File: src/rtl/decode_execute_reg.sv
// ID/EX pipeline register: captures decoded control, operands and register addresses with stall/flush.
// Optional performance counters (BubbleCntE, StallCntE) are enabled by defining IDEX_PERF_CNT_EN.
module decode_execute_reg #(
  parameter int XLEN   = 32,
  parameter int REG_AW = 5,
  parameter int CNT_W  = 32
) (
  input  logic              clk,
  input  logic              rst,
  input  logic              ValidD,
  input  logic              StallE,
  input  logic              FlushE,
  input  logic              RegWriteD,
  input  logic              ALUSrcD,
  input  logic              MemWriteD,
  input  logic              ResultSrcD,
  input  logic              BranchD,
  input  logic [2:0]        ALUControlD,
  input  logic [XLEN-1:0]   RD1D,
  input  logic [XLEN-1:0]   RD2D,
  input  logic [XLEN-1:0]   ImmExtD,
  input  logic [XLEN-1:0]   PCD,
  input  logic [XLEN-1:0]   PCPlus4D,
  input  logic [REG_AW-1:0] RS1D,
  input  logic [REG_AW-1:0] RS2D,
  input  logic [REG_AW-1:0] RDD,
  output logic              ValidE,
  output logic              RegWriteE,
  output logic              ALUSrcE,
  output logic              MemWriteE,
  output logic              ResultSrcE,
  output logic              BranchE,
  output logic [2:0]        ALUControlE,
  output logic [XLEN-1:0]   RD1E,
  output logic [XLEN-1:0]   RD2E,
  output logic [XLEN-1:0]   ImmExtE,
  output logic [XLEN-1:0]   PCE,
  output logic [XLEN-1:0]   PCPlus4E,
  output logic [REG_AW-1:0] RS1E,
  output logic [REG_AW-1:0] RS2E,
  output logic [REG_AW-1:0] RDE
`ifdef IDEX_PERF_CNT_EN
  ,
  output logic [CNT_W-1:0]  BubbleCntE,
  output logic [CNT_W-1:0]  StallCntE
`endif
);

  typedef enum logic {
    BUBBLE = 1'b0,
    LOADED = 1'b1
  } slot_state_t;

  slot_state_t state;

  assign ValidE = (state == LOADED);

  always_ff @(posedge clk or negedge rst) begin
    if (!rst) begin
      state       <= BUBBLE;
      RegWriteE   <= 1'b0;
      ALUSrcE     <= 1'b0;
      MemWriteE   <= 1'b0;
      ResultSrcE  <= 1'b0;
      BranchE     <= 1'b0;
      ALUControlE <= '0;
      RD1E        <= '0;
      RD2E        <= '0;
      ImmExtE     <= '0;
      PCE         <= '0;
      PCPlus4E    <= '0;
      RS1E        <= '0;
      RS2E        <= '0;
      RDE         <= '0;
    end else if (FlushE) begin
      // Bubble clears every field, not just the side-effect bits, so traces stay deterministic.
      state       <= BUBBLE;
      RegWriteE   <= 1'b0;
      ALUSrcE     <= 1'b0;
      MemWriteE   <= 1'b0;
      ResultSrcE  <= 1'b0;
      BranchE     <= 1'b0;
      ALUControlE <= '0;
      RD1E        <= '0;
      RD2E        <= '0;
      ImmExtE     <= '0;
      PCE         <= '0;
      PCPlus4E    <= '0;
      RS1E        <= '0;
      RS2E        <= '0;
      RDE         <= '0;
    end else if (!StallE) begin
      state       <= ValidD ? LOADED : BUBBLE;
      RegWriteE   <= RegWriteD & ValidD;
      ALUSrcE     <= ALUSrcD;
      MemWriteE   <= MemWriteD & ValidD;
      ResultSrcE  <= ResultSrcD;
      BranchE     <= BranchD & ValidD;
      ALUControlE <= ALUControlD;
      RD1E        <= RD1D;
      RD2E        <= RD2D;
      ImmExtE     <= ImmExtD;
      PCE         <= PCD;
      PCPlus4E    <= PCPlus4D;
      RS1E        <= RS1D;
      RS2E        <= RS2D;
      RDE         <= RDD;
    end
  end

`ifdef IDEX_PERF_CNT_EN
  always_ff @(posedge clk or negedge rst) begin
    if (!rst) begin
      BubbleCntE <= '0;
      StallCntE  <= '0;
    end else begin
      if (FlushE || (!StallE && !ValidD))
        BubbleCntE <= BubbleCntE + 1'b1;
      if (StallE && !FlushE)
        StallCntE <= StallCntE + 1'b1;
    end
  end
`endif

endmodule

File: config.mk
export PLATFORM = sky130hd
export DESIGN_NAME = decode_execute_reg
export DESIGN_NICKNAME = d
export VERILOG_FILES = /design/src/rtl/decode_execute_reg.sv
export SDC_FILE = /design/constraint.sdc
export NUM_CORES = 1
export LEC_CHECK = 0
export ABC_CLOCK_PERIOD_IN_PS = 1680
export BUFFER_PORTS_ARGS = -buffer_cell sky130_fd_sc_hd__buf_2
export CAP_MARGIN = 20
export CORE_AREA = 3 3 142 144
export CTS_BUF_LIST = sky130_fd_sc_hd__clkbuf_8
export DETAILED_ROUTE_END_ITERATION = 10
export DIE_AREA = 0 0 145 147
export PLACE_DENSITY_LB_ADDON = 0.2
export SLEW_MARGIN = 0
export SYNTH_ARGS = -nofsm -noshare
export SYNTH_HDL_FRONTEND = slang
export SYNTH_SLANG_ARGS = --single-unit
File: constraint.sdc
create_clock -name clk -period 1.68 [get_ports clk]
set_input_delay 0.336 -clock clk [delete_from_list [all_inputs] [get_ports clk]]
set_output_delay 0.336 -clock clk [all_outputs]
set_load 0.02 [all_outputs]
Word level (Yosys, flattened, before mapping)
Cells that the tools add are included.

Bits in registers: 184. Bits in latches: 0. Bits in writable memories: 0. Bits in read-only memories: 0. Input bits: 188. Output and inout port bits: 184. Word-level logic and storage cells: 50. Memories: 0.

Add/sub/neg operators: 0. Multipliers: 0. Div/mod/pow operators: 0. $lt $le $gt $ge: 0. Equality and inequality tests: 1. Shift-type cells: 0. Mux-type cells: 31. Bitwise operators: 3. Reduce and logical (&&, ||, !) cells: 0.

Operators with widths (count): two-way mux 32 bit (10); two-way mux 5 bit (6); two-way mux 1 bit (13); two-way mux 3 bit (2); AND 1 bit (3); != test 2 x 1 -> 1 bit (second input constant) (1).

Longest topological paths before layout
Depth after elaboration: 3. Depth in mapped cells: 5.

Worst setup path after synthesis
No wires, ideal clock.

Kind: input port to flip-flop. Start: input StallE. End: register ALUControlE[0]. Setup time: 0.132 ns. Arrival: 0.981 ns. Data required time: 1.548 ns. Setup slack: 0.567 ns. Stages: 5. Path buffers: 3. Path through: buf_4 buf_12 buf_12 mux2i_1 nor2_1.

Cells in the longest elaborated chain, start to end: 1.

RTL lines: start, declared (RTL line 11) `input logic StallE,`; != test 2 x 1 -> 1 bit (no source line); end signal, assigned (RTL line 99) `ALUControlE <= ALUControlD;`; end, declared (RTL line 33) `output logic [2:0] ALUControlE,`.

No other way between the ends. A chain may end at the register's enable or synchronous reset.

Worst setup path after layout
Start: register RD1E[7]. End: output RD1E[7].

RTL lines: start, declared (RTL line 34) `output logic [XLEN-1:0] RD1E,`; start signal, assigned (RTL line 67) `RD1E <= '0;`; start signal, assigned (RTL line 84) `RD1E <= '0;`; start signal, assigned (RTL line 100) `RD1E <= RD1D;`.

No word-level cell between the ends.

==> implementation parameters <==
Parameter                              Value

Setup path
  Maximum fanout count along the critical path    2
  CP top delay family    flip-flops
  Sequence of cells on the critical path    buf_2
  Delay of the slowest cell on the worst path    410 ps
  Crit path launch type    flop
  CP Capture Type    output pin
  Critical Path RT    1340 ps
  CP max stage cell    dfrtp_1
  Worst path buffer plus inverter count    1
  Worst setup path class    reg -> out
  Critical Path AT    1020 ps

Pwr
  Sequential share of power    0.529
  Combinational share of power    0.174
  Switching power as a share of total power    0.296
  Net Sw Power    0.00268 W
  Pwr Total    0.00907 W
  P_int    0.00639 W
  P per Cell Area    908 nW/µm²
  Highest ir drop seen on vdd    0.000424 V
  Part of the total power dissipated in the clock network    0.297
  Leakage power summed over all cells    5.87 nW

STA
  Headroom to the max-slew limit    0.698
  Share of the cycle needed by the critical path after routing    0.808
  Sum of negative setup slack    0 ps
  Maximum operating frequency    737 MHz
  Final Hold Violating Endpoints    0
  Count of final max-slew check failures    0
  Final worst path period need    1360 ps
  Number of failing setup endpoints in the final timing report    0
  Unrepaired setup endpoints after global routing    no
  Post-route worst hold slack    118 ps
  Worst Skew    0 ps
  Worst-Margin Slew    453 ps

Yosys
  Top flip-flop cell by instance count after synthesis    dfrtp_1
  Post-synthesis sequential area ratio    0.605
  FFs w/ async S/R, synth    1.00
  Synth warnings    0
  Synth Instances    592
  Most frequent cells after synthesis    184 x dfrtp_1, 182 x nor2_1, 181 x mux2i_1
  Synthesized net count    780
  Library cell occupying the most area in the post-synthesis netlist    dfrtp_1
  Synth Cell Area    7610 µm²
  Most repeated cell in the gate-level netlist after synthesis    dfrtp_1
  Share of Yosys cell area claimed by the top area cell type    0.605
  Synthesized area per cell    12.9 µm²
  #FFs+latches synth    184
  Number of distinct library cells after synthesis    9
  Synth top area cells    dfrtp_1 61%, mux2i_1 24%, nor2_1 9.0%
  Number of enable flip-flop cells after synthesis    0

Clock tree
  Buffers inserted by post-CTS timing repair    0
  Clk slew on worst S/H paths    100 ps
  Number of H-tree levels    4
  Clock sink count    184
  CTS tree    done
  Number of buffers added by the clock tree synthesis step    17
  Cell at the root of the clock tree    clkbuf_8
  Clock Latency Late Sink    440 ps
  Number of buffers on the longest clock path    2

Routing
  First-pass iteration count of the detailed router    4
  Final ANT Viol Nets    0
  Number of remaining DRC errors    0
  Total vias in the final route    5714
  Routed length per instance    16.5 µm
  Via density    4.61
  Wire length reported by the detailed router    20500 µm
  Initial drt markers    132

Finish
  Share of final-layout standard cells stronger than drive strength 1    0.433
  Relative area change from synthesis to final layout    31.4%
  Nets    1153

Floorplanning
  Die ar.    21300 µm²
  Row Count    50
  Die W    145 µm
  Total core area    18800 µm²
  I/O Pins    372
  Floorplan die height    147 µm
  Effective utilization at floorplan    0.404

Place
  Final GP Congestion    0.768
  Count of input and output buffers    371
  Dpl hpwl    15200 µm

Global routing
  Overall track demand over capacity in global routing    0.192
  First-pass GRT wire length    32600 µm
  Largest net degree at the start of global routing    48
  Global route total overflow    0
  Number of global-route vias before repair    5920
  Antenna violations before repair    2

Flow run
  Number of max-cap violations    0

Run status
  Outcome    finished clean

Hold path
  Type of the tightest min-delay check    in -> reg
sequential cells by signal, summed over array words and instances, names as in the netlist:
signal,count
BranchE,1
PCPlus4E,32
RDE,5
RS2E,5
MemWriteE,1
RS1E,5
RD1E,32
ImmExtE,32
RD2E,32
PCE,32
ALUSrcE,1
ResultSrcE,1
ALUControlE,3
RegWriteE,1
ValidE,1
metal layers:
layer / share of wire / vias up / wire (µm) / GRT usage
li1: - / 2717 / - / -
met1: 0.41 / 2705 / 8460 / 0.237
met2: 0.47 / 258 / 9640 / 0.312
met3: 0.091 / 32 / 1850 / 0.0706
met4: 0.024 / 2 / 498 / 0.0717
met5: 0.00064 / - / 13 / 0
logic make-up after synthesis:
kind of cell / Yosys count / synth area share
compound gates: 3 / 0.00395
buf+inv: 41 / 0.0622
flops: 184 / 0.605
mux: 181 / 0.238
simple gates: 183 / 0.0906
power groups by stage:
stage / sequential (W) / clock, W / combinational, W
2_1_floorplan: 0.00520 / 0 / 0.000615
3_3_place_gp: 0.00488 / 0 / 0.00159
3_5_place_dp: 0.00488 / 0 / 0.00161
4_1_cts: 0.00480 / 0.00281 / 0.00161
5_1_grt: 0.00484 / 0.00300 / 0.00173
6_report: 0.00480 / 0.00269 / 0.00158
cell type report:
class,count,area (µm²)
Antenna cell,1,2.50
Clock buffer,18,248
Clock inverter,14,101
Fill cell,1712,8830
Multi-Input combinational cell,367,2530
Sequential cell,184,4600
Tap cell,260,325
Timing Repair Buffer,395,2180
worst paths after layout:
| path | from | endpoint | slack [ps] | cells past startpoint |
|---|---|---|---|---|
| min in group asynchronous | rst | PCPlus4E[17]$_DFFE_PN0P_ | 410 | 2 |
| worst min register to register | RegWriteE$_DFFE_PN0P_ | RegWriteE$_DFFE_PN0P_ | 500 | 1 |
| worst min-delay path | RD2D[18] | RD2E[18]$_DFFE_PN0P_ | 120 | 3 |
| max in group asynchronous | rst | PCPlus4E[13]$_DFFE_PN0P_ | 700 | 3 |
| worst max register to register | PCE[28]$_DFFE_PN0P_ | PCE[28]$_DFFE_PN0P_ | 950 | 2 |
| worst max-delay path | RD1E[7]$_DFFE_PN0P_ | RD1E[7] | 320 | 1 |
placed cells by master (no fill, tap or decap):
cell           synthesis  layout
clkinv_2               0       1
a32o_1                 3       3
buf_2                  2     368
clkinvlp_4             0       4
buf_12                19      10
nor2b_1                1       1
mux2i_1              181     181
dlygate4sd3_1          0       1
buf_8                  0       1
nor2_1               182     182
inv_8                  0       1
clkbuf_8               0      18
diode_2                0       1
dfrtp_1              184     184
inv_1                  0       3
buf_4                  2      14
buf_6                  0       1
inv_6                  0       3
clkinv_4               0       2
metrics by stage:
stage / instance area (µm²) / utilization / instances / setup slack (ps)
after global placement: 9630 / 0.512 / 1205 / 368
after detailed placement: 9630 / 0.512 / 1205 / 330
after CTS: 9990 / 0.531 / 1238 / 275
after floorplan: 7610 / - / 592 / 567
after global routing: 10000 / 0.531 / 1239 / 227
final: 10000 / 0.531 / 1239 / 323
repair_timing:
action / CTS / global route
hold buffers: 1 / 0
endpoints found under the hold margin: 32 / 0
gates resized for setup: 0 / 0
No activity file was read; power rests on OpenSTA's default activity.
